[config.mk]
export PLATFORM = sky130hd
export DESIGN_NAME = uart_tx_fifo
export DESIGN_NICKNAME = d
export VERILOG_FILES = /design/src/rtl/uart_pkg.sv /design/src/rtl/sync_fifo.sv /design/src/rtl/uart_tx_fifo.sv
export SDC_FILE = /design/constraint.sdc
export NUM_CORES = 1
export LEC_CHECK = 0
export ABC_AREA = 0
export BUFFER_PORTS_ARGS = -buffer_cell sky130_fd_sc_hd__buf_4
export CAP_MARGIN = 25
export CORE_MARGIN = 2
export CORE_UTILIZATION = 35
export DETAILED_ROUTE_END_ITERATION = 6
export PLACE_DENSITY = 0.51
export SLEW_MARGIN = 20
export SYNTH_ARGS = -nofsm -noshare
export SYNTH_HDL_FRONTEND = slang
export SYNTH_SLANG_ARGS = --single-unit
[constraint.sdc]
create_clock -name clk -period 3.5 [get_ports clk]
set_clock_uncertainty 0.2 [all_clocks]
set_input_delay 0.7 -clock clk [delete_from_list [all_inputs] [get_ports clk]]
set_output_delay 0.7 -clock clk [all_outputs]
set_load 0.02 [all_outputs]
[src/rtl/uart_pkg.sv]
// Shared definitions for the UART transmit path: serialiser states, frame
// constants, the TX register address used by the IO decode and a parity helper.
package uart_pkg;

    localparam int             DATA_BITS       = 8;
    localparam logic           UART_IDLE_LEVEL = 1'b1;
    localparam logic [15:0]    UART_TX_ADDR    = 16'hFF00;

    typedef enum logic [2:0] {
        IDLE   = 3'd0,
        START  = 3'd1,
        DATA   = 3'd2,
        STOP   = 3'd3,
        PARITY = 3'd4
    } uart_state_t;

    // Serialiser register file; kept as one struct so the FSM state is
    // visible as a single named signal.
    typedef struct packed {
        uart_state_t            state;
        logic [2:0]             bit_cnt;
        logic [DATA_BITS-1:0]   shift;
    } uart_tx_regs_t;

    function automatic logic even_parity(input logic [DATA_BITS-1:0] d);
        return ^d;
    endfunction

endpackage

[src/rtl/sync_fifo.sv]
// Single-clock FIFO with registered full/empty/count and a sticky overflow flag.
// Handshake: push is honoured only while full is low (a push while full is
// dropped and sets overflow); pop is honoured only while empty is low.
module sync_fifo #(
    parameter int WIDTH = 8,
    parameter int DEPTH = 8,
    parameter int AW    = $clog2(DEPTH)
) (
    input  logic             clk,
    input  logic             rst,
    input  logic             push,
    input  logic [WIDTH-1:0] push_data,
    input  logic             pop,
    output logic [WIDTH-1:0] pop_data,
    output logic             full,
    output logic             empty,
    output logic             overflow,
    input  logic             ovf_clr
);

    logic [WIDTH-1:0] mem [DEPTH];
    logic [AW-1:0]    wr_ptr;
    logic [AW-1:0]    rd_ptr;
    logic [AW:0]      count;
    logic [AW:0]      count_n;
    logic             do_push;
    logic             do_pop;

    assign do_push  = push && !full;
    assign do_pop   = pop && !empty;
    assign pop_data = mem[rd_ptr];

    always_comb begin
        count_n = count;
        case ({do_push, do_pop})
            2'b10:   count_n = count + (AW+1)'(1);
            2'b01:   count_n = count - (AW+1)'(1);
            default: count_n = count;
        endcase
    end

    // Pointers wrap naturally because DEPTH is a power of two.
    always_ff @(posedge clk or posedge rst) begin
        if (rst) begin
            wr_ptr   <= '0;
            rd_ptr   <= '0;
            count    <= '0;
            full     <= 1'b0;
            empty    <= 1'b1;
            overflow <= 1'b0;
        end else begin
            if (do_push) wr_ptr <= wr_ptr + AW'(1);
            if (do_pop)  rd_ptr <= rd_ptr + AW'(1);
            count <= count_n;
            full  <= (count_n == (AW+1)'(DEPTH));
            empty <= (count_n == '0);
            // A dropped write wins over a clear in the same cycle.
            if (push && full) begin
                overflow <= 1'b1;
            end else if (ovf_clr) begin
                overflow <= 1'b0;
            end
        end
    end

    always_ff @(posedge clk) begin
        if (do_push) mem[wr_ptr] <= push_data;
    end

endmodule

[src/rtl/uart_tx_fifo.sv]
// UART transmitter: CPU bytes queue in a sync_fifo and are serialised 8N1,
// LSB first. Define UART_TX_PARITY_EN to add an even-parity bit before STOP.
module uart_tx_fifo
    import uart_pkg::*;
#(
    parameter  int CLKS_PER_BIT = 4,
    parameter  int FIFO_DEPTH   = 8,
    localparam int FIFO_AW      = $clog2(FIFO_DEPTH)
) (
    input  logic       clk,
    input  logic       rst,
    input  logic       wr_en,
    input  logic [7:0] wr_data,
    output logic       full,
    output logic       empty,
    output logic       busy,
    output logic       overflow,
    input  logic       ovf_clr,
    output logic       tx
);

    localparam int             BW        = (CLKS_PER_BIT > 2) ? $clog2(CLKS_PER_BIT) : 1;
    localparam logic [BW-1:0]  BAUD_LAST = BW'(CLKS_PER_BIT - 1);
    localparam logic [2:0]     BIT_LAST  = 3'(DATA_BITS - 1);

    uart_tx_regs_t        r;
    uart_tx_regs_t        r_n;
    logic [BW-1:0]        baud_cnt;
    logic [BW-1:0]        baud_n;
    logic                 baud_last;
    logic                 pop;
    logic [DATA_BITS-1:0] pop_data;
`ifdef UART_TX_PARITY_EN
    logic                 par;
    logic                 par_n;
`endif

    sync_fifo #(
        .WIDTH (DATA_BITS),
        .DEPTH (FIFO_DEPTH),
        .AW    (FIFO_AW)
    ) u_fifo (
        .clk       (clk),
        .rst       (rst),
        .push      (wr_en),
        .push_data (wr_data),
        .pop       (pop),
        .pop_data  (pop_data),
        .full      (full),
        .empty     (empty),
        .overflow  (overflow),
        .ovf_clr   (ovf_clr)
    );

    assign baud_last = (baud_cnt == BAUD_LAST);
    assign busy      = (r.state != IDLE) || !empty;

    always_ff @(posedge clk or posedge rst) begin
        if (rst) begin
            r        <= '{state: IDLE, bit_cnt: '0, shift: '0};
            baud_cnt <= '0;
`ifdef UART_TX_PARITY_EN
            par      <= 1'b0;
`endif
        end else begin
            r        <= r_n;
            baud_cnt <= baud_n;
`ifdef UART_TX_PARITY_EN
            par      <= par_n;
`endif
        end
    end

    always_comb begin
        r_n    = r;
        baud_n = baud_cnt + BW'(1);
        pop    = 1'b0;
        tx     = UART_IDLE_LEVEL;
`ifdef UART_TX_PARITY_EN
        par_n  = par;
`endif
        case (r.state)
            IDLE: begin
                baud_n = '0;
                if (!empty) begin
                    pop         = 1'b1;
                    r_n.shift   = pop_data;
                    r_n.bit_cnt = '0;
                    r_n.state   = START;
`ifdef UART_TX_PARITY_EN
                    par_n       = even_parity(pop_data);
`endif
                end
            end
            START: begin
                tx = 1'b0;
                if (baud_last) begin
                    baud_n      = '0;
                    r_n.bit_cnt = '0;
                    r_n.state   = DATA;
                end
            end
            DATA: begin
                tx = r.shift[0];
                if (baud_last) begin
                    baud_n    = '0;
                    r_n.shift = r.shift >> 1;
                    if (r.bit_cnt == BIT_LAST) begin
                        r_n.bit_cnt = '0;
`ifdef UART_TX_PARITY_EN
                        r_n.state   = PARITY;
`else
                        r_n.state   = STOP;
`endif
                    end else begin
                        r_n.bit_cnt = r.bit_cnt + 3'd1;
                    end
                end
            end
`ifdef UART_TX_PARITY_EN
            PARITY: begin
                tx = par;
                if (baud_last) begin
                    baud_n    = '0;
                    r_n.state = STOP;
                end
            end
`endif
            STOP: begin
                tx = UART_IDLE_LEVEL;
                if (baud_last) begin
                    baud_n = '0;
                    // Chain straight into the next frame when data is waiting.
                    if (!empty) begin
                        pop         = 1'b1;
                        r_n.shift   = pop_data;
                        r_n.bit_cnt = '0;
                        r_n.state   = START;
`ifdef UART_TX_PARITY_EN
                        par_n       = even_parity(pop_data);
`endif
                    end else begin
                        r_n.state = IDLE;
                    end
                end
            end
            default: begin
                baud_n    = '0;
                r_n.state = IDLE;
            end
        endcase
    end

endmodule

* Word level (Yosys, flattened, before mapping) *
Memory sizes are Yosys's and may differ from the RTL's.
Index checks and enable logic that the tools add are counted.

storage, ports and cells
  bits in registers = 29
  latch bits = 0
  RAM bits = 64
  bits in read-only memories = 0
  bits of input ports = 12
  output and inout port bits = 5
  memories kept = 1

memory list
  memory      words  bits a word  rd ports  clocked after Yosys merged registers in  write ports  RTL line         source
  u_fifo.mem  8      8            1         0                                        1            sync_fifo.sv:21  logic [WIDTH-1:0] mem [DEPTH];

cells by class
  $add $sub $neg = 6
  multiply operators = 0
  divide/modulo/power cells = 0
  order comparisons = 0
  equality and inequality tests = 14
  shift-type cells = 0
  muxes and demuxes = 22
  bitwise logic cells = 0
  reduce and logical (&&, ||, !) cells = 16

operators with widths
  cell                 count
  $mux 14              3
  $pmux 3 s4           2
  $pmux 8 s3           1
  $ne 2x2->1 const B   6
  $mux 11              1
  $reduce_and 5->1     2
  $add 3x1->3 const B  3
  $pmux 4 s2           1
  $mux 1               7
  $eq 3x2->1 const B   2
  $mux 3               2
  $mux 6               1
  $reduce_and 6->1     1
  $reduce_bool 3->1    2
  $add 4x1->4 const B  1
  $eq 2x2->1 const B   2
  $eq 4x4->1 const B   1
  $logic_not 4->1      1
  $mux 2               2
  $pmux 1 s2           2
  $reduce_bool 4->1    1
  $sub 4x1->4 const B  1
  $eq 3x1->1 const B   1
  $eq 3x3->1 const B   1
  other kinds (8)      11

* Logic depth before layout (Yosys ltp) *
  depth in word-level cells = 7
  depth in mapped cells = 10

* Modules after synthesis *
Synthesis repeated with hierarchy kept, for this count alone.

second synthesis, totals
  cell total of the unflattened synthesis = 243
  area total of the unflattened synthesis = 4086.4 µm²

modules (own cells, without submodules)
  module        times used  cells each  area each (µm²)  seq. area each (µm²)
  sync_fifo     1           169         3194.3           2248.4
  uart_tx_fifo  1           74          892.1            375.4

* Worst setup path before layout *
Ideal clock, no wire load.

  kind = reg2reg
  start = register r[11] in the netlist's numbering
  end = register u_fifo.full
  library setup time = 79 ps
  arrival = 2476 ps
  data required time = 3221 ps
  setup slack = 745 ps
  stages on the path, launching flop included = 9
  path buffers = 0
  period minus slack after synthesis = 2755 ps
  path through = dfrtp_1 > inv_1 > ha_1 > nor3_1 > ha_1 > fa_1 > nor4b_1 > o21ai_0 > mux2i_1

on the way
  longest elaborated chain between the ends = 6

ends and longest elaborated chain
  element                                               RTL line            source
  from (decl)                                           uart_tx_fifo.sv:26  uart_tx_regs_t r;
  from (signal assigned)                                uart_tx_fifo.sv:60  r <= '{state: IDLE, bit_cnt: '0, shift: '0};
  from (signal assigned)                                uart_tx_fifo.sv:66  r <= r_n;
  $eq 3x2->1 / $logic_not 3->1 (equally long branches)  uart_tx_fifo.sv:82  case (r.state)
  $pmux 1 s2 (*)                                        uart_tx_fifo.sv:82
  $logic_and 1x1->1 (*)                                 sync_fifo.sv:30     assign do_pop = pop && !empty;
  via u_fifo.do_pop                                     sync_fifo.sv:27     logic do_pop;
  $eq 2x1->1 / $eq 2x2->1 (equally long branches)       sync_fifo.sv:35     case ({do_push, do_pop})
  $pmux 4 s2 (*)                                        sync_fifo.sv:35
  $eq 4x4->1 (*)                                        sync_fifo.sv:55     full <= (count_n == (AW+1)'(DEPTH));
  to (signal assigned)                                  sync_fifo.sv:55
  to (decl)                                             sync_fifo.sv:15     output logic full,

Mark *: on every way through the listed nets, which the timed path passes. The rest lies on a longest branch.
A chain may end at the register's enable or synchronous reset.

* Final worst setup path *
  start = register r[11] in the netlist's numbering
  end = register u_fifo.empty

on the way
  longest elaborated chain between the ends = 6

ends and longest elaborated chain
  element                                               RTL line            source
  $eq 3x2->1 / $logic_not 3->1 (equally long branches)  uart_tx_fifo.sv:82
  $pmux 1 s2 (*)                                        uart_tx_fifo.sv:82
  $logic_and 1x1->1 (*)                                 sync_fifo.sv:30
  via u_fifo.do_pop                                     sync_fifo.sv:27
  $eq 2x1->1 / $eq 2x2->1 (equally long branches)       sync_fifo.sv:35
  $pmux 4 s2 (*)                                        sync_fifo.sv:35
  $logic_not 4->1 (*)                                   sync_fifo.sv:56     empty <= (count_n == '0);
  to (signal assigned)                                  sync_fifo.sv:56
  to (decl)                                             sync_fifo.sv:16     output logic empty,

Marked as above.

==> flow_metrics.py <==
metrics = {
    "grt": {
        "grt_pass1_wl_um": 11600,
        "grt_max_degree": 29,
        "grt_usage": 0.124,
        "grt_pass1_vias": 2122,
        "antenna_found_initial": 0,
        "grt.overflow.total": 0,
    },
    "setup_path": {
        "crit_end": "u_fifo.empty",
        "r2r-end": "u_fifo.empty",
        "worstPathRequired_ps": 3560,
        "reg2reg_depth": 9,
        "r2r_start": "r[11]",
        "r2r_setup_slack_ps": 410,
        "cp_max_fo": 6,
        "startpoint_type": "flop",
        "criticalPathCategory": "flop to flop",
        "end_kind": "flop",
        "cp.arrival_ps": 3150,
        "critPathLaunch": "r[11]",
    },
    "place": {
        "placed_area_mm2": 0.00430,
        "portBuffers": 16,
        "pre_cts_ws_ps": 408,
        "routabilityCongestion": 0.742,
        "hpwl_um": 4500,
    },
    "floorplanning": {
        "ios": 17,
        "num_rows": 38,
        "floorplan.die_area_mm2": 0.0123,
        "start_util": 0.363,
        "dieHeight_um": 111,
        "die_w_um": 111,
        "core-area_mm2": 0.0110,
    },
    "final_layout": {
        "finish.instance_area_mm2": 0.00460,
        "layout-drive-gt1-share": 0.218,
        "nets": 293,
        "area_growth_pct": 15.3,
        "utilization": 0.419,
        "antennaDiodeCount": 0,
    },
    "hold_path": {
        "holdCritPathClass": "input pin to asynchronous set/reset pin",
    },
    "synth": {
        "synth_compound_area_frac": 0.0477,
        "synthSimpleGateAreaFrac": 0.0606,
        "synth_common_cells": "edfxtp_1 (64), dfrtp_1 (27), ha_1 (13)",
        "synth.largest_area_cell": "edfxtp_1",
        "synthTopCellsByArea": "edfxtp_1 (48%), dfrtp_1 (17%), mux4_1 (6.6%)",
        "synth_cell_type_count": 42,
        "synth_top_cell_area_share": 0.482,
        "synthArstFlopShare": 0.304,
        "synth.ff_latch_count": 92,
        "ys_seq_area_frac": 0.658,
        "synth_xor_area_frac": 0.0154,
        "synth_top_family_by_area": "multiplexers",
        "syn-cell-area_mm2": 0.00399,
        "synth_most_common_cell": "edfxtp_1",
        "synth-main-ff-cell": "edfxtp_1",
        "synth_nets": 264,
        "syn_area_per_cell_um2": 16.8,
        "synth-edff-count": 64,
        "synth_fa_ha_area_frac": 0.0458,
        "synth_warnings": 0,
        "postSynthCellCount": 238,
        "synth_mux_area_frac": 0.149,
    },
    "clock_network": {
        "post_cts_buffers": 0,
        "clkTransAtPathRegs_ps": 70,
        "cts_hold_buf": 0,
        "clock-sinks": 92,
        "cts_tree": "yes",
        "clockBufferDepth": 2,
        "cts_buffers": 9,
        "cts_resized": 0,
        "h-tree-depth": 3,
        "cts_root_buffer": "clkbuf_16",
        "insertion_delay_ps": 330,
    },
    "sta": {
        "rsz0062_at_grt": "no",
        "maxSlewViolCount": 0,
        "fmax_ghz": 0.324,
        "setup_viol": 0,
        "fin_setup_tns_ps": 0,
        "fin_crit_sh": 0.882,
        "worst_slack_ps": 412,
        "holdWs_ps": 233,
        "hold_viol_final": 0,
        "relSlewSlack": 0.349,
        "period_needed_ps": 3090,
        "tightest_slew_ps": 977,
    },
    "power_and_ir_drop": {
        "peakVddDrop_v": 0.000401,
        "power.density_mw_per_mm2": 885,
        "leakage_nw": 1.78,
    },
    "route": {
        "vias_per_cell": 5.05,
        "via_count": 2077,
        "wl_per_cell_um": 17.3,
        "first_pass_iters": 4,
        "wl_um": 7120,
        "route.antenna.remaining_nets": 0,
        "drc_errors": 0,
        "drt_iter0_drc": 162,
    },
    "run_status": {
        "outcome": "complete, no violations",
    },
    "run": {
        "cap_violations": 0,
    },
}
## report_power, final
part	switching (mW)	internal [mW]	total [mW]	leakage (nW)
combinational	0.660	0.718	1.38	0.716
clock	0.419	0.557	0.976	0.142
sequential	0.257	1.46	1.71	0.919
## kinds of logic (layout without fill, tap and decap cells)
kind of cell / count (synthesis) / in the layout
multiplexers: 35 / 35
buffers and inverters: 18 / 51
AND/OR/NAND/NOR: 46 / 46
flip-flops: 92 / 92
AO/OA/AOI/OAI: 26 / 26
adder cells (fa/ha/maj): 14 / 14
XOR/XNOR: 7 / 7
## flip-flops by register name, indices dropped and copies added (netlist names)
register / cells
baud_cnt: 2
u_fifo.full: 1
u_fifo.mem: 64
u_fifo.count: 4
u_fifo.empty: 1
r: 13
u_fifo.rd_ptr: 3
u_fifo.wr_ptr: 3
u_fifo.overflow: 1
## critical path: stages (launching register included)
cell     delay [ps]
dfrtp_1         400
inv_1           130
ha_1            260
a21oi_1          60
nor3_1          450
ha_1            340
fa_1            460
nor4b_1         380
o21ai_0         180
mux2i_1         160
## worst min-delay path by stage
stage                     slack (ps)   startpoint  depth (start not counted)           to
after global placement           230  baud_cnt[0]                          1  baud_cnt[0]
after floorplan                  220  baud_cnt[0]                          1  baud_cnt[0]
after CTS                        230          rst                          3        r[10]
final                            230          rst                          3        r[10]
after global routing             280          rst                          3        r[10]
after detailed placement         230  baud_cnt[0]                          1  baud_cnt[0]
## cell type report
class                      count  area (um2)
sequential                    92        2620
timing repair buffer          26         195
multi-input combinational    128        1270
tap                          140         175
inverter                      10        37.5
fill                         984        6380
clock inverter                 6        72.6
clock buffer                   9         225
## per-layer routing
layer / GRT usage / routed length (um) / up-vias
met1: 0.158 / 3270 / 1058
li1: - / - / 983
met3: 0.0323 / 212 / 9
met2: 0.203 / 3540 / 27
met4: 0.0475 / 98 / 0
met5: 0 / 0 / -
## stage by stage
| stage | std cells | power, mW |
|---|---|---|
| floorplan | 238 | 2.77 |
| global placement | 396 | 3.12 |
| detailed placement | 396 | 3.14 |
| CTS | 411 | 4.13 |
| global route | 411 | 4.33 |
| finish | 411 | 4.07 |
## layout by cell type, fill, tap and decap left out, types with 7 or more instances in the layout
cell type   n
nand2_1     9
edfxtp_1   64
mux2_2     11
nor2_1     11
dfrtp_1    27
ha_1       13
inv_1      10
mux4_1     10
a21oi_1     7
buf_4      26
clkbuf_16   9
No activity file was read; power rests on OpenSTA's default activity.
